==> config.mk <==
export PLATFORM = sky130hd
export DESIGN_NAME = multi_phase_pwm
export DESIGN_NICKNAME = d
export VERILOG_FILES = /design/src/rtl/pwm_pkg.sv /design/src/rtl/pwm_deadtime_gen.sv /design/src/rtl/multi_phase_pwm.sv
export SDC_FILE = /design/constraint.sdc
export NUM_CORES = 1
export LEC_CHECK = 0
export BUFFER_PORTS_ARGS = -buffer_cell sky130_fd_sc_hd__buf_2
export CORE_MARGIN = 2
export CORE_UTILIZATION = 60
export DETAILED_ROUTE_END_ITERATION = 8
export PLACE_DENSITY = 0.84
export SKIP_LAST_GASP = 1
export SYNTH_ARGS = -nofsm -noshare
export SYNTH_HDL_FRONTEND = slang
export SYNTH_SLANG_ARGS = --single-unit
==> constraint.sdc <==
create_clock -name Clk -period 5.6 [get_ports Clk]
set_input_delay 0.56 -clock Clk [delete_from_list [all_inputs] [get_ports Clk]]
set_output_delay 0.56 -clock Clk [all_outputs]
set_load 0.005 [all_outputs]
==> src/rtl/pwm_pkg.sv <==
// Shared definitions for the multi-phase PWM generator: default widths and
// the counting-mode and counting-direction encodings.
`timescale 1ns/1ps
package pwm_pkg;

    localparam int N_CH_DEF  = 3;
    localparam int CNT_W_DEF = 16;
    localparam int DT_W_DEF  = 8;

    typedef enum logic {
        PWM_EDGE   = 1'b0,
        PWM_CENTER = 1'b1
    } pwm_mode_e;

    typedef enum logic {
        DIR_UP   = 1'b0,
        DIR_DOWN = 1'b1
    } pwm_dir_e;

endpackage

==> src/rtl/pwm_deadtime_gen.sv <==
// Complementary dead-time generator for one channel: Hs follows Raw and Ls
// follows ~Raw, each delayed by Dead_Time_i cycles on its rising edge only.
`timescale 1ns/1ps
module pwm_deadtime_gen
    import pwm_pkg::*;
#(
    parameter int DT_W = DT_W_DEF
) (
    input  logic            Clk,
    input  logic            Reset_n,
    input  logic            Clr_i,
    input  logic            Raw_i,
    input  logic [DT_W-1:0] Dead_Time_i,
    output logic            Hs_o,
    output logic            Ls_o
);

    logic            prev_q;
    logic [DT_W-1:0] run_q;
    logic [DT_W-1:0] run_now;
    logic [DT_W-1:0] run_d;

    // run_now is the number of cycles Raw has already held its current level;
    // it saturates, which is safe because Dead_Time_i never exceeds all-ones.
    always_comb begin
        run_now = (Raw_i != prev_q) ? '0 : run_q;
        run_d   = (run_now == '1) ? run_now : run_now + 1'b1;
        Hs_o    = !Clr_i &&  Raw_i && (run_now >= Dead_Time_i);
        Ls_o    = !Clr_i && !Raw_i && (run_now >= Dead_Time_i);
    end

    always_ff @(posedge Clk) begin
        if (!Reset_n || Clr_i) begin
            prev_q <= 1'b0;
            run_q  <= '0;
        end else begin
            prev_q <= Raw_i;
            run_q  <= run_d;
        end
    end

endmodule

==> src/rtl/multi_phase_pwm.sv <==
// N-channel complementary PWM with a shared edge/centre-aligned timebase,
// shadowed period/duty/dead time and a sticky period interrupt.
// Optional fault input path is enabled by defining PWM_FAULT_EN.
`timescale 1ns/1ps
module multi_phase_pwm
    import pwm_pkg::*;
#(
    parameter int N_CH  = N_CH_DEF,
    parameter int CNT_W = CNT_W_DEF,
    parameter int DT_W  = DT_W_DEF
) (
    input  logic                  Clk,
    input  logic                  Reset_n,
    input  logic                  Enable,
    input  logic                  Center_Mode,
    input  logic [CNT_W-1:0]      Period,
    input  logic [N_CH*CNT_W-1:0] Duty,
    input  logic [DT_W-1:0]       Dead_Time,
    input  logic                  Update_Req,
    output logic                  Update_Ack,
    output logic [N_CH-1:0]       Pwm_Hs,
    output logic [N_CH-1:0]       Pwm_Ls,
    input  logic                  Irq_Enable,
    input  logic                  Irq_Clear,
`ifdef PWM_FAULT_EN
    input  logic                  Fault_n,
    input  logic                  Fault_Clr,
    output logic                  Fault_Latched,
`endif
    output logic                  Irq_Status
);

    function automatic logic [CNT_W-1:0] clamp_duty(input logic [CNT_W-1:0] d,
                                                    input logic [CNT_W-1:0] p);
        return (d > p) ? p : d;
    endfunction

    logic [CNT_W-1:0]      count_q, count_d;
    pwm_dir_e              dir_q, dir_d;
    pwm_mode_e             mode_q;
    logic                  start_q;
    logic [CNT_W-1:0]      per_q;
    logic [N_CH*CNT_W-1:0] duty_q;
    logic [DT_W-1:0]       dt_q;
    logic                  pending_q;
    logic                  ack_q;
    logic                  irq_q;
    logic                  run_q;
    logic [N_CH-1:0]       raw_q, raw_d;
    logic                  boundary;
    logic                  take;
    logic                  per_small;
    logic [CNT_W-1:0]      per_last;
    logic                  gate_off;

    assign per_small = (per_q[CNT_W-1:1] == '0);
    assign per_last  = per_q - 1'b1;

    // The first enabled cycle after a stop is a boundary of its own, so the
    // shadows and mode can be loaded before the first real period starts.
    always_comb begin
        count_d  = count_q;
        dir_d    = dir_q;
        boundary = 1'b0;
        if (!Enable) begin
            count_d = '0;
            dir_d   = DIR_UP;
        end else if (start_q || per_small) begin
            boundary = 1'b1;
            count_d  = '0;
            dir_d    = DIR_UP;
        end else if (mode_q == PWM_EDGE) begin
            if (count_q == per_last) begin
                boundary = 1'b1;
                count_d  = '0;
                dir_d    = DIR_UP;
            end else begin
                count_d = count_q + 1'b1;
            end
        end else if (dir_q == DIR_UP) begin
            if (count_q == per_last) dir_d = DIR_DOWN;
            else                     count_d = count_q + 1'b1;
        end else begin
            if (count_q == '0) begin
                boundary = 1'b1;
                dir_d    = DIR_UP;
            end else begin
                count_d = count_q - 1'b1;
            end
        end
    end

    always_comb begin
        raw_d = '0;
        for (int k = 0; k < N_CH; k++) begin
            raw_d[k] = Enable && !start_q && !per_small &&
                       (count_q < clamp_duty(duty_q[k*CNT_W +: CNT_W], per_q));
        end
    end

    assign take = boundary && (pending_q || Update_Req);

    always_ff @(posedge Clk) begin
        if (!Reset_n) begin
            count_q   <= '0;
            dir_q     <= DIR_UP;
            mode_q    <= PWM_EDGE;
            start_q   <= 1'b1;
            per_q     <= '0;
            duty_q    <= '0;
            dt_q      <= '0;
            pending_q <= 1'b0;
            ack_q     <= 1'b0;
            irq_q     <= 1'b0;
            run_q     <= 1'b0;
            raw_q     <= '0;
        end else begin
            count_q   <= count_d;
            dir_q     <= dir_d;
            start_q   <= !Enable;
            run_q     <= Enable;
            raw_q     <= raw_d;
            ack_q     <= take;
            pending_q <= take ? 1'b0 : (pending_q || Update_Req);
            if (boundary) mode_q <= pwm_mode_e'(Center_Mode);
            if (take) begin
                per_q  <= Period;
                duty_q <= Duty;
                dt_q   <= Dead_Time;
            end
            if (boundary && Irq_Enable) irq_q <= 1'b1;
            else if (Irq_Clear)         irq_q <= 1'b0;
        end
    end

`ifdef PWM_FAULT_EN
    logic fault_q;
    logic blk_q;

    // Outputs stay blocked until the latch is cleared and a boundary passes.
    always_ff @(posedge Clk) begin
        if (!Reset_n) begin
            fault_q <= 1'b0;
            blk_q   <= 1'b0;
        end else begin
            if (!Fault_n)       fault_q <= 1'b1;
            else if (Fault_Clr) fault_q <= 1'b0;
            if (!Fault_n)                  blk_q <= 1'b1;
            else if (boundary && !fault_q) blk_q <= 1'b0;
        end
    end

    assign Fault_Latched = fault_q;
    assign gate_off      = !run_q || blk_q;
`else
    assign gate_off = !run_q;
`endif

    for (genvar k = 0; k < N_CH; k++) begin : g_ch
        pwm_deadtime_gen #(.DT_W(DT_W)) u_dt (
            .Clk         (Clk),
            .Reset_n     (Reset_n),
            .Clr_i       (gate_off),
            .Raw_i       (raw_q[k]),
            .Dead_Time_i (dt_q),
            .Hs_o        (Pwm_Hs[k]),
            .Ls_o        (Pwm_Ls[k])
        );
    end

    assign Update_Ack = ack_q;
    assign Irq_Status = irq_q;

endmodule

==> reports/qor.txt <==
Crit path top cell by count: o21ai_0
Post-synthesis register bit count: 125
Reg2reg path depth: 19
Ratio of cells with drive above 1 in the final layout: 13.5%
LEAKAGE: 4.49 nW
Crit share post-route: 85.6%
CP top delay family: compound AO/OA/AOI/OAI gates
Slowest CP cell: or4b_2
Final nets: 1272
Post-CTS Repair Setup Buffers: 0
Initial antenna violation count: 0
Synth cell types: 69
PwrDens: 280 nW/µm²
Largest net degree at the start of global routing: 74
Clock buffer depth: 2
Crit Path Max Fanout: 11
Synth Instances: 1023
Drt first pass iters: 6
Gr ovfl total: 0
Layout area overhead: 10.4%
CTS tree: built
Fraction of registers with async set/reset: 0%
Switching power: 863 µW
DRC: 0
FF-to-FF Start: per_q[5]
Mapped Area: 9130 µm²
Worst hold path type: input pin to register
Clock power frac: 41.6%
Net Sw Frac: 30.5%
Vias per cell: 6.45
Maximum vdd ir drop: 0.000278 V
Final setup vio count: 0
Post-Route WL: 25100 µm
Diodes inserted: 0
DRT iter0 DRCs: 896
DR WL/cell: 19.7 µm
Initial Util: 60.7%
Die width: 127 µm
Setup Skew: 0.00910 ns
Worst Setup EP: raw_q[1]
Max_slew headroom: 37.9%
Critical Path Sink Type: register
Top FF cell, synth: dfxtp_1
Post-CTS Hold Fix Bufs: 0
Clock latency on the worst-skew pair: 0.43 ns
EDFF count, synth: 0
DRT antenna net count: 0
Core area: 15000 µm²
PostCTS Resize Cnt: 0
RSZ-0062 raised after global routing: no
# port buffers: 86
Avg Inst Size Synth: 8.92 µm²
R2r setup slk: 0.81 ns
TritonCTS buffer count: 17
CTS root buffer: clkbuf_16
Number of I/O pins: 87
Worst Max-Slew Pin Slew: 0.926 ns
Crit path buf inv count: 2
Yosys warning count: 0
Tmin final: 4.79 ns
Clk pin slew, worst setup/hold paths: 0.06 ns
Tot Pwr: 2.83 mW
Setup TNS: 0 ns
DR vias: 8195
Critical path startpoint category: register
Die Span Y: 127 µm
First-pass GRT wire length: 40300 µm
Status: completed
P_int: 1.96 mW
# rows: 45
Post-synth net total: 1226
Combinational Power Share: 23.6%
Num Clock Sinks: 125
Post-detail-place hpwl: 18300 µm
Final Hold Viols: 0
Req. time, crit path: 5.98 ns
Critical R2R Capture: raw_q[1]
Max-cap violations: 0
Crit path launch: per_q[5]
Post-synthesis sequential area ratio: 27.4%
WP depth: 19
H-tree Lvls: 4
GR Util All Layers: 31.4%
Reg power frac: 34.9%
Die ar.: 16200 µm²
Max Freq: 0.209 GHz
Vias in the first global route: 7794
Slowest Stage Delay on Critical Path: 0.67 ns
WS Path Type: register to register
Placer congestion estimate: 0.972
Slew Limit Fails: 0
Critical Path AT: 5.17 ns
Cell Chain, Critical Path: inv_1 > ha_1 > a21o_1 > a21o_1 > a21oi_1 > o21ai_0 > a221oi_1 > a21oi_2 > buf_4 > mux2i_1 > ha_1 > a21oi_1 > nor2b_1 > o21ai_0 > o21ai_0 > o211ai_1 > o211ai_1 > or4b_2 > nand3_1
worst register-to-register path: stages (launching register included):
cell and delay [ns]:
dfxtp_1 0.59, inv_1 0.21, ha_1 0.35, a21o_1 0.11, a21o_1 0.10, a21oi_1 0.06
o21ai_0 0.27, a221oi_1 0.18, a21oi_2 0.44, buf_4 0.33, mux2i_1 0.23, ha_1 0.27
a21oi_1 0.15, nor2b_1 0.06, o21ai_0 0.15, o21ai_0 0.11, o211ai_1 0.18, o211ai_1 0.17
or4b_2 0.67, nand3_1 0.10
through the flow:
| stage | util (%) | hold slack, ns | worst slack (ns) | area (µm²) | cells |
|---|---|---|---|---|---|
| CTS | 67.0 | 0.333 | 0.889 | 10100 | 1270 |
| finish | 67.0 | 0.340 | 0.808 | 10100 | 1270 |
| global route | 67.0 | 0.341 | 0.511 | 10100 | 1270 |
| floorplan | - | 0.442 | 1.14 | 9130 | 1023 |
| global placement | 62.9 | 0.451 | 1.16 | 9450 | 1238 |
| detailed placement | 62.9 | 0.456 | 1.08 | 9450 | 1238 |
state kept, by name, indices dropped and copies added, names as in the netlist, 3 cells and up:
name	cells
dt_q	8
g_ch.u_dt.run_q	24
g_ch.u_dt.prev_q	3
per_q	16
raw_q	3
duty_q	48
count_q	16
layout by cell type, fill, tap and decap left out, types with 20 or more instances in the layout:
cell,n
dfxtp_1,125
ha_1,124
buf_2,86
a22o_1,72
nand2_1,63
nor2_1,55
mux2i_1,48
a21oi_1,45
inv_1,42
a21o_1,36
o21ai_0,35
nand3_1,29
xnor2_1,25
and2_1,23
nand4_1,22
nor3_1,20
synth_stat cells (16+ instances only):
cell	n	area [µm²]
nor3_1	20	100
mux2i_1	48	480
xnor2_1	25	219
o21ai_0	35	175
nand2_1	63	236
nand4_1	22	138
and2_1	23	144
a22o_1	72	631
nor2_1	55	206
dfxtp_1	125	2500
a21oi_1	47	235
buf_6	16	180
ha_1	124	1550
a21o_1	36	270
inv_1	42	158
nand3_1	29	145
clkbuf_1	36	135
power by group through the flow:
stage / Sequential [mW] / Combinational, mW / Clock [mW]
after global routing: 0.989 / 0.724 / 1.23
after detailed placement: 1.00 / 0.637 / 0
after floorplan: 0.967 / 0.501 / 0
after CTS: 0.983 / 0.649 / 1.18
after global placement: 1.00 / 0.624 / 0
final: 0.986 / 0.665 / 1.17
cells by family (layout without fill, tap and decap cells):
group | after synthesis | count (layout) | synth area share (%)
muxes | 48 | 48 | 5.26
xor gates and xnor gates | 40 | 40 | 3.84
DFF | 125 | 125 | 27.4
adders and majority gates | 124 | 124 | 17.0
buffers and inverters | 110 | 169 | 6.28
and+or+nand+nor | 298 | 298 | 17.7
AOI/OAI and AO/OA | 278 | 278 | 22.5
worst min-delay path by stage:
stage | startpoint | end | slack [ns] | depth (start not counted)
final | Dead_Time[4] | dt_q[4] | 0.34 | 2
after global routing | Duty[28] | duty_q[28] | 0.34 | 2
after CTS | Duty[16] | duty_q[16] | 0.33 | 2
after detailed placement | dt_q[5] | dt_q[5] | 0.46 | 1
after global placement | g_ch[0].u_dt.run_q[7] | g_ch[0].u_dt.run_q[6] | 0.45 | 2
after floorplan | dt_q[1] | dt_q[1] | 0.44 | 1
per-layer routing:
layer / global-route usage (%) / up-vias / share of wire, %
met1: 41.2 / 3920 / 44
met3: 6.37 / 45 / 6.8
li1: - / 3908 / -
met2: 51.6 / 322 / 47
met4: 10.9 / 0 / 2.1
met5: 0 / - / 0
area by class of cell:
cell class	count	area [µm²]
multi-input cells	788	6060
fillers	1196	4950
flip-flops and latches	125	2500
repair buffers	95	498
clock buffers	21	470
well taps	188	235
inverters	42	158
clock inverters	11	156
(Power assumes the default switching activity.)
